**config.mk**
```make
export PLATFORM = sky130hd
export DESIGN_NAME = itch_mold_framer_flat
export DESIGN_NICKNAME = d
export VERILOG_FILES = /design/src/rtl/itch_mold_framer_if.sv /design/src/rtl/itch_mold_framer.sv /design/src/flat_wrapper.sv
export SDC_FILE = /design/constraint.sdc
export NUM_CORES = 1
export LEC_CHECK = 0
export BUFFER_PORTS_ARGS = -buffer_cell sky130_fd_sc_hd__buf_2
export CAP_MARGIN = 10
export CORE_ASPECT_RATIO = 1.2
export CORE_MARGIN = 2
export CORE_UTILIZATION = 30
export DETAILED_ROUTE_END_ITERATION = 16
export PLACE_DENSITY = 0.51
export RECOVER_POWER = 25
export SYNTH_ARGS = -nofsm -noshare
export SYNTH_HDL_FRONTEND = slang
export SYNTH_SLANG_ARGS = --single-unit
export TNS_END_PERCENT = 20
```
**constraint.sdc**
```tcl
create_clock -name clk -period 14.8 [get_ports clk]
set_input_delay 1.48 -clock clk [delete_from_list [all_inputs] [get_ports clk]]
set_output_delay 1.48 -clock clk [all_outputs]
set_load 0.02 [all_outputs]
```
**src/rtl/itch_mold_framer_if.sv**
```systemverilog
// Byte-stream bundle for itch_mold_framer: raw frame bytes in, delimited ITCH message bytes out.
// The slave modport is the framer side; the master modport is the frame source / message sink.
interface itch_mold_framer_if #(
  parameter int LEN_W = 16
) ();
  logic             in_valid;
  logic [7:0]       in_byte;
  logic             in_last;
  logic             out_valid;
  logic [7:0]       out_byte;
  logic             out_first;
  logic             out_last;
  logic [LEN_W-1:0] out_len;
  logic [63:0]      out_seq;
  logic [79:0]      out_session;

  modport master (
    output in_valid, in_byte, in_last,
    input  out_valid, out_byte, out_first, out_last, out_len, out_seq, out_session
  );

  modport slave (
    input  in_valid, in_byte, in_last,
    output out_valid, out_byte, out_first, out_last, out_len, out_seq, out_session
  );
endinterface

```
**src/rtl/itch_mold_framer.sv**
```systemverilog
// Strips Ethernet/IP/UDP headers, decodes MoldUDP64 and splits the payload into ITCH messages.
// Optional SEQ_GAP_CHECK_EN adds a seq_gap pulse on unexpected packet sequence numbers.
module itch_mold_framer #(
  parameter int HDR_LEN     = 46,
  parameter int MAX_MSG_LEN = 64,
  parameter int LEN_W       = 16
) (
  input  logic              clk,
  input  logic              reset,
  itch_mold_framer_if.slave bus,
  output logic              hb_pulse,
  output logic              eos_pulse,
  output logic              err_len,
  output logic              err_trunc
`ifdef SEQ_GAP_CHECK_EN
  ,
  output logic              seq_gap
`endif
);

  localparam logic [2:0] S_HDR    = 3'd0;
  localparam logic [2:0] S_MOLD   = 3'd1;
  localparam logic [2:0] S_LEN_HI = 3'd2;
  localparam logic [2:0] S_LEN_LO = 3'd3;
  localparam logic [2:0] S_BODY   = 3'd4;
  localparam logic [2:0] S_DRAIN  = 3'd5;

  logic [2:0]       state;
  logic [15:0]      pos;
  logic [79:0]      session_sh;
  logic [63:0]      seq_sh;
  logic [7:0]       cnt_hi;
  logic [15:0]      msg_count;
  logic [15:0]      msg_idx;
  logic [7:0]       len_hi;
  logic [LEN_W-1:0] msg_len;
  logic [LEN_W-1:0] body_cnt;

  logic             o_valid;
  logic [7:0]       o_byte;
  logic             o_first;
  logic             o_last;
  logic [LEN_W-1:0] o_len;
  logic [63:0]      o_seq;
  logic [79:0]      o_session;

`ifdef SEQ_GAP_CHECK_EN
  logic [63:0]      exp_seq;
`endif

  logic [15:0] mold_count;
  logic [15:0] len_val;
  logic        len_bad;
  logic        hdr_done;
  logic        mold_done;
  logic        msg_end;
  logic        last_msg;
  logic        trunc;

  assign mold_count = {cnt_hi, bus.in_byte};
  assign len_val    = {len_hi, bus.in_byte};
  assign len_bad    = (len_val == '0) || (len_val > 16'(MAX_MSG_LEN));
  assign hdr_done   = (pos == 16'(HDR_LEN - 1));
  assign mold_done  = (pos == 16'd19);
  assign msg_end    = (body_cnt == LEN_W'(1));
  assign last_msg   = (msg_idx == msg_count - 16'd1);

  // A heartbeat/end-of-session header ending the frame is complete, not truncated.
  always_comb begin
    trunc = 1'b1;
    case (state)
      S_MOLD:  trunc = !(mold_done && (mold_count == '0 || mold_count == '1));
      S_BODY:  trunc = !(msg_end && last_msg);
      S_DRAIN: trunc = 1'b0;
      default: trunc = 1'b1;
    endcase
  end

  always_ff @(posedge clk or posedge reset) begin
    if (reset) begin
      state      <= S_HDR;
      pos        <= '0;
      session_sh <= '0;
      seq_sh     <= '0;
      cnt_hi     <= '0;
      msg_count  <= '0;
      msg_idx    <= '0;
      len_hi     <= '0;
      msg_len    <= '0;
      body_cnt   <= '0;
      o_valid    <= 1'b0;
      o_byte     <= '0;
      o_first    <= 1'b0;
      o_last     <= 1'b0;
      o_len      <= '0;
      o_seq      <= '0;
      o_session  <= '0;
      hb_pulse   <= 1'b0;
      eos_pulse  <= 1'b0;
      err_len    <= 1'b0;
      err_trunc  <= 1'b0;
`ifdef SEQ_GAP_CHECK_EN
      seq_gap    <= 1'b0;
      exp_seq    <= '0;
`endif
    end else begin
      o_valid   <= 1'b0;
      hb_pulse  <= 1'b0;
      eos_pulse <= 1'b0;
      err_len   <= 1'b0;
      err_trunc <= 1'b0;
`ifdef SEQ_GAP_CHECK_EN
      seq_gap   <= 1'b0;
`endif
      if (bus.in_valid) begin
        case (state)
          S_HDR: begin
            pos <= pos + 16'd1;
            if (hdr_done) begin
              pos   <= '0;
              state <= S_MOLD;
            end
          end
          S_MOLD: begin
            pos <= pos + 16'd1;
            if (pos < 16'd10) begin
              session_sh <= {session_sh[71:0], bus.in_byte};
            end else if (pos < 16'd18) begin
              seq_sh <= {seq_sh[55:0], bus.in_byte};
            end else if (pos == 16'd18) begin
              cnt_hi <= bus.in_byte;
            end else begin
              pos       <= '0;
              msg_count <= mold_count;
              msg_idx   <= '0;
              o_seq     <= seq_sh;
              o_session <= session_sh;
              if (mold_count == '0) begin
                hb_pulse <= 1'b1;
                state    <= S_DRAIN;
              end else if (mold_count == '1) begin
                eos_pulse <= 1'b1;
                state     <= S_DRAIN;
              end else begin
                state <= S_LEN_HI;
              end
`ifdef SEQ_GAP_CHECK_EN
              // Zero doubles as "no expectation yet".
              if (mold_count != '1) begin
                seq_gap <= (exp_seq != '0) && (seq_sh != exp_seq);
                exp_seq <= seq_sh + 64'(mold_count);
              end
`endif
            end
          end
          S_LEN_HI: begin
            len_hi <= bus.in_byte;
            state  <= S_LEN_LO;
          end
          S_LEN_LO: begin
            if (len_bad) begin
              err_len <= 1'b1;
              state   <= S_DRAIN;
            end else begin
              msg_len  <= LEN_W'(len_val);
              body_cnt <= LEN_W'(len_val);
              state    <= S_BODY;
            end
          end
          S_BODY: begin
            o_valid  <= 1'b1;
            o_byte   <= bus.in_byte;
            o_first  <= (body_cnt == msg_len);
            o_last   <= msg_end || bus.in_last;
            o_len    <= msg_len;
            o_seq    <= seq_sh + 64'(msg_idx);
            body_cnt <= body_cnt - LEN_W'(1);
            if (msg_end) begin
              msg_idx <= msg_idx + 16'd1;
              state   <= last_msg ? S_DRAIN : S_LEN_HI;
            end
          end
          S_DRAIN: ;
          default: state <= S_HDR;
        endcase

        // End of frame overrides whatever the state decode chose above.
        if (bus.in_last) begin
          state     <= S_HDR;
          pos       <= '0;
          msg_idx   <= '0;
          msg_count <= '0;
          body_cnt  <= '0;
          err_trunc <= trunc;
        end
      end
    end
  end

  assign bus.out_valid   = o_valid;
  assign bus.out_byte    = o_byte;
  assign bus.out_first   = o_first;
  assign bus.out_last    = o_last;
  assign bus.out_len     = o_len;
  assign bus.out_seq     = o_seq;
  assign bus.out_session = o_session;

endmodule

```
**src/flat_wrapper.sv**
```systemverilog
// flat-port wrapper written by rule: the top's interface ports become plain ports
module itch_mold_framer_flat 
#(
  parameter int HDR_LEN     = 46,
  parameter int MAX_MSG_LEN = 64,
  parameter int LEN_W       = 16
)
  (clk, reset, hb_pulse, eos_pulse, err_len, err_trunc, bus_in_valid, bus_in_byte, bus_in_last, bus_out_valid, bus_out_byte, bus_out_first, bus_out_last, bus_out_len, bus_out_seq, bus_out_session);
  itch_mold_framer_if #(.LEN_W(LEN_W)) bus_i ();
  input  logic clk;
  input  logic reset;
  output logic hb_pulse;
  output logic eos_pulse;
  output logic err_len;
  output logic err_trunc;
  input wire logic [$bits(bus_i.in_valid)-1:0] bus_in_valid;
  input wire logic [$bits(bus_i.in_byte)-1:0] bus_in_byte;
  input wire logic [$bits(bus_i.in_last)-1:0] bus_in_last;
  output wire logic [$bits(bus_i.out_valid)-1:0] bus_out_valid;
  output wire logic [$bits(bus_i.out_byte)-1:0] bus_out_byte;
  output wire logic [$bits(bus_i.out_first)-1:0] bus_out_first;
  output wire logic [$bits(bus_i.out_last)-1:0] bus_out_last;
  output wire logic [$bits(bus_i.out_len)-1:0] bus_out_len;
  output wire logic [$bits(bus_i.out_seq)-1:0] bus_out_seq;
  output wire logic [$bits(bus_i.out_session)-1:0] bus_out_session;
  assign bus_i.in_valid = bus_in_valid;
  assign bus_i.in_byte = bus_in_byte;
  assign bus_i.in_last = bus_in_last;
  assign bus_out_valid = bus_i.out_valid;
  assign bus_out_byte = bus_i.out_byte;
  assign bus_out_first = bus_i.out_first;
  assign bus_out_last = bus_i.out_last;
  assign bus_out_len = bus_i.out_len;
  assign bus_out_seq = bus_i.out_seq;
  assign bus_out_session = bus_i.out_session;
  itch_mold_framer #(.HDR_LEN(HDR_LEN), .MAX_MSG_LEN(MAX_MSG_LEN), .LEN_W(LEN_W)) u_core (.clk(clk), .reset(reset), .bus(bus_i), .hb_pulse(hb_pulse), .eos_pulse(eos_pulse), .err_len(err_len), .err_trunc(err_trunc));
endmodule
```
# --- Yosys cells after proc, flatten, opt, wreduce, memory -nomap -nowiden ---
# Cells that the tools add are included.
word_totals:
  ff_bits: 418
  output_inout_bits: 175
  elab_cells: 142
  inputBits: 12
op_classes:
  n_eq_ne: 25
  bitwise: 4
  n_lt_le_gt_ge: 3
  n_addsub: 5
  n_reduce_logical: 28
  muxes: 56
op_table:
  columns: ["operator", "count"]
  rows:
  - ["$mux 16", 17]
  - ["$mux 64", 3]
  - ["$pmux 64 s2", 1]
  - ["$pmux 16 s2", 3]
  - ["$add 64x16->64", 1]
  - ["$add 16x1->16 const B", 2]
  - ["$eq 16x16->1", 2]
  - ["$eq 16x5->1 const B", 2]
  - ["$logic_not 16->1", 2]
  - ["$sub 16x1->16 const B", 2]
  - ["$mux 3", 9]
  - ["$mux 1", 21]
  - ["$reduce_and 5->1", 4]
  - ["$pmux 3 s6", 1]
  - ["$eq 16x1->1 const B", 1]
  - ["$eq 16x16->1 const B", 1]
  - ["$eq 16x6->1 const B", 1]
  - ["$gt 16x7->1 const B", 1]
  - ["$lt 16x4->1 const B", 1]
  - ["$lt 16x5->1 const B", 1]
  - ["$ne 2x2->1 const B", 7]
  - ["$ne 3x3->1 const B", 4]
  - ["$reduce_and 3->1", 3]
  - ["$reduce_bool 3->1", 3]
  - ["15 further kinds", 28]

# --- Longest topological paths before layout ---
logic_depth:
  ltp_word: 8
  ltp_mapped: 11
  mapped_depth_nobuf: 10

# --- Worst setup path before layout ---
# OpenSTA, ideal clock, no wires.
synth_timing:
  path_kind: "input-to-reg"
  start: "in bus_in_byte[0]"
  end: "reg u_core.msg_len[0]"
  slack_ps: 11186
  path_stages: 6
  path_buffers: 2
  setup_ps: 125
  required_ps: 14675
  t_arrival_ps: 3490
  path_cell_list: "buf_2 or4_4 o31a_1 nor4_4 clkbuf_2 mux2_2"
synth_between:
  elab_chain_cells: 4
  word_cells_on_any_way: 5
  classes_between: "1 x order compare; 1 x bitwise; 3 x reduce/logical"
synth_lines:
  columns: ["item", "line", "rtl"]
  rows:
  - ["start: declaration", "flat_wrapper.sv:17", "input wire logic [$bits(bus_i.in_byte)-1:0] bus_in_byte;"]
  - ["$gt 16x7->1 or $logic_not 16->1 (tied branches)", "itch_mold_framer.sv:62", "assign len_bad = (len_val == '0) || (len_val > 16'(MAX_MSG_LEN));"]
  - ["$logic_or 1x1->1", "itch_mold_framer.sv:62", null]
  - ["$not 1->1 (no source line)", null, null]
  - ["$reduce_and 3->1 (no source line)", null, null]
  - ["end signal: assignment", "itch_mold_framer.sv:165", "msg_len <= LEN_W'(len_val);"]
  - ["end: declaration", "itch_mold_framer.sv:36", "logic [LEN_W-1:0] msg_len;"]
# Parallel ways exist; a longest one is shown, timed or not.
# A chain may end at the register's enable or synchronous reset.

==> flow_summary.toml <==
[clock_network]
htree_levels = 2
cts_hold_buf = 0
cts_tree = "yes"
numCtsBuffers = 45
cts_max_path_buffers = 3
insertion_delay_ns = 0.58
cts_root_buffer = "clkbuf_16"
cts.clk_slew.worst_paths_ns = 0.06
cts_resized = 0
clock_sinks = 418
post-cts-setup-buffers = 0

[synthesis]
ys_ff_latch = 418
yosysTopAreaCell = "dfrtp_1"
synth_edf_count = 0
syn_nets = 1754
ys_warn_count = 0
synthTopCellsByArea = "dfrtp_1, mux2_2, xor2_1"
ys_types = 80
syn_avg_cell_area_um2 = 11.46
synth_area_mm2 = 0.01969
netlist_instances = 1718
seq_area_frac_synth_pct = 53.13
async_flop_share_pct = 100.0
synth_flop_cell = "dfrtp_1"
yosys.area.top_type_share_pct = 53.13

[drt]
vias_per_cell = 5.029
route.vias.total = 13755
wl_met2_mm = 25.73
drc = 0
routed_wl_mm = 51.76
dr_wl_met3_mm = 1.801
wl_met1_mm = 23.06
antenna_left = 0
wire_per_inst_um = 18.92
drt_iter0_drc = 684
top_layer_used = "met4"
drt-pass1-iter-count = 5

[die]
fp-row-count = 102
start_util_pct = 30.43
die_h_um = 284.6
core_mm2 = 0.06470
dieWidth_um = 237.9
ioPinCount = 187
die_area_mm2 = 0.06770

[critical_path]
r2r_cells = 8
critical_path_depth = 5
r2r_slack_ns = 11.03
cp_num_buf_inv = 5
crit_fanout = 113
critical_path_class = "primary input to async pin"
crit_required_ns = 15.39
endpoint = "u_core.bus.out_len[14]$_DFFE_PP0P_"
startpoint_type = "primary input"
crit_arrival_ns = 7.14
slowest_stage = "clkinvlp_2"
critPathMaxStageDelay_ns = 2.73
crit_start = "reset"
worst_path_most_repeated_cell = "buf_4"
crit_path_end_kind = "async pin"
path_delay_family = "buffers and inverters"
r2r-end = "u_core.bus.out_seq[61]$_DFFE_PP0P_"
reg2reg_from = "u_core.state[2]$_DFFE_PP0P_"
path_cells = "buf_2 > clkinvlp_2 > buf_4 > buf_4 > buf_4"

[layout]
drive_gt1_share_pct = 25.38
syn2layout_area_growth_pct = 15.82
fin_nets = 1905
final_common_cell = "dfrtp_1"
final_cell_count_no_fill = 2735
diodes = 0
layout_common_cells = "dfrtp_1, mux2_2, nand2_1, buf_2, nor2_1"

[run_status]
status = "complete, but fails checks"
violations = "capacitance limit, slew limit"

[sta]
fin_tns_setup_ns = 0
period_needed_ns = 6.548
fmax_mhz = 152.7
timing.final.crit_share_pct = 44.24
drv_slew = 232
relSlewSlack_pct = -235.4
hold_viol = 0
grt_setup_unrepaired = "false"
setup_viol = 0
finalClockSkew_ns = 0.01768
holdWs_ns = 0.4770
worstMarginPinSlew_ns = 5.004

[place]
post-dp-hpwl_mm = 35.36
dp_cells = 2654
routabilityCongestion = 0.8844
portBuffers = 186

[power_and_ir_drop]
leakage_uw = 0.01101
powerDensity_mw_per_mm2 = 108.7
irDropWorstVdd_mv = 0.06766

[global_route]
grt_max_degree = 114
antenna_found_initial = 0
grt_pass1_vias = 13921
grt_use_total_pct = 15.20
gr-total-overflow = 0
grt_pass1_wl_mm = 81.92

[hold_path]
hold_path.class = "register to register"

[run]
cap_violations = 4
==> through the flow <==
step                      power, µW  utilization [%]  worst slack, ns  area (µm²)
after floorplan                1298                -            1.685       19690
after global placement         1331            33.08            9.967       21400
after detailed placement       1335            33.08            9.880       21400
after CTS                      2525            35.44            10.51       22930
after global routing           2585            35.24            7.003       22800
final                          2478            35.24            8.252       22800
==> metal layers <==
metal / vias up / global-route usage, %
met5: - / 0
met4: 0 / 4.513
met3: 67 / 2.331
met2: 276 / 26.34
met1: 6911 / 19.49
li1: 6501 / -
==> cells by family (layout without fill, tap and decap cells) <==
kind of cell,count (synthesis),count (layout),share of synthesized area (%)
simple gates,458,458,12.28
flops,418,418,53.13
compound gates,298,298,9.659
mux,285,285,16.19
buf+inv,137,322,2.821
xor+xnor,98,98,4.359
fa+ha+maj,24,24,1.563
==> synthesized netlist by cell type (all sizes together) (12+ instances only) <==
cell type / number
a211oi: 16
a21oi: 66
a31oi: 23
and3: 27
buf: 21
clkbuf: 79
dfrtp: 418
ha: 23
inv: 37
mux2: 268
mux2i: 17
nand2: 108
nand2b: 13
nand3: 41
nand4: 28
nor2: 102
nor2b: 17
nor3: 25
nor4: 25
o211ai: 12
o21ai: 94
o22ai: 14
or3: 14
or4: 12
xnor2: 47
xor2: 51
==> worst reg2reg max path: cells and delay by family (launching register included) <==
kind                   cells  cell delay (ns)
AO/OA/AOI/OAI              3             1.06
buffers and inverters      1             0.39
flip-flops                 1             0.57
AND/OR/NAND/NOR            4             1.64
==> state kept, by name, indices dropped and copies added, names as in the netlist, 16 cells and up <==
| register | flops |
|---|---|
| u_core.body_cnt | 16 |
| u_core.seq_sh | 64 |
| u_core.bus.out_session | 80 |
| u_core.msg_idx | 16 |
| u_core.bus.out_seq | 64 |
| u_core.pos | 16 |
| u_core.msg_len | 16 |
| u_core.bus.out_len | 16 |
| u_core.msg_count | 16 |
| u_core.session_sh | 80 |
==> report_power, final <==
part / total (µW) / switching [µW] / internal (µW)
sequential: 1180 / 21.4 / 1150
combinational: 137 / 91.4 / 45.8
clock: 1160 / 468 / 697
total: 2480 / 581 / 1900
==> how the worst min path moves through the flow <==
stage                                                   from                                     end  slack [ns]  cells after the start
after detailed placement     u_core.bus.out_last$_DFFE_PP0P_         u_core.bus.out_last$_DFFE_PP0P_        0.46                      2
after global placement    u_core.bus.out_seq[47]$_DFFE_PP0P_      u_core.bus.out_seq[47]$_DFFE_PP0P_        0.46                      2
final                     u_core.bus.out_seq[35]$_DFFE_PP0P_      u_core.bus.out_seq[35]$_DFFE_PP0P_        0.48                      2
after global routing      u_core.bus.out_seq[36]$_DFFE_PP0P_      u_core.bus.out_seq[36]$_DFFE_PP0P_        0.50                      2
after CTS                 u_core.bus.out_seq[19]$_DFFE_PP0P_      u_core.bus.out_seq[19]$_DFFE_PP0P_        0.48                      2
after floorplan            u_core.session_sh[72]$_DFFE_PP0P_  u_core.bus.out_session[72]$_DFFE_PP0P_        0.47                      1
==> final cells by class <==
cell class / count / area, µm²
inverter: 37 / 140.1
timing repair buffer: 204 / 947.2
clock inverter: 14 / 185.2
sequential: 418 / 10460
clock buffer: 67 / 1341
tap: 832 / 1041
fill: 6394 / 41900
multi-input combinational: 1163 / 8690
(Power assumes the default switching activity.)
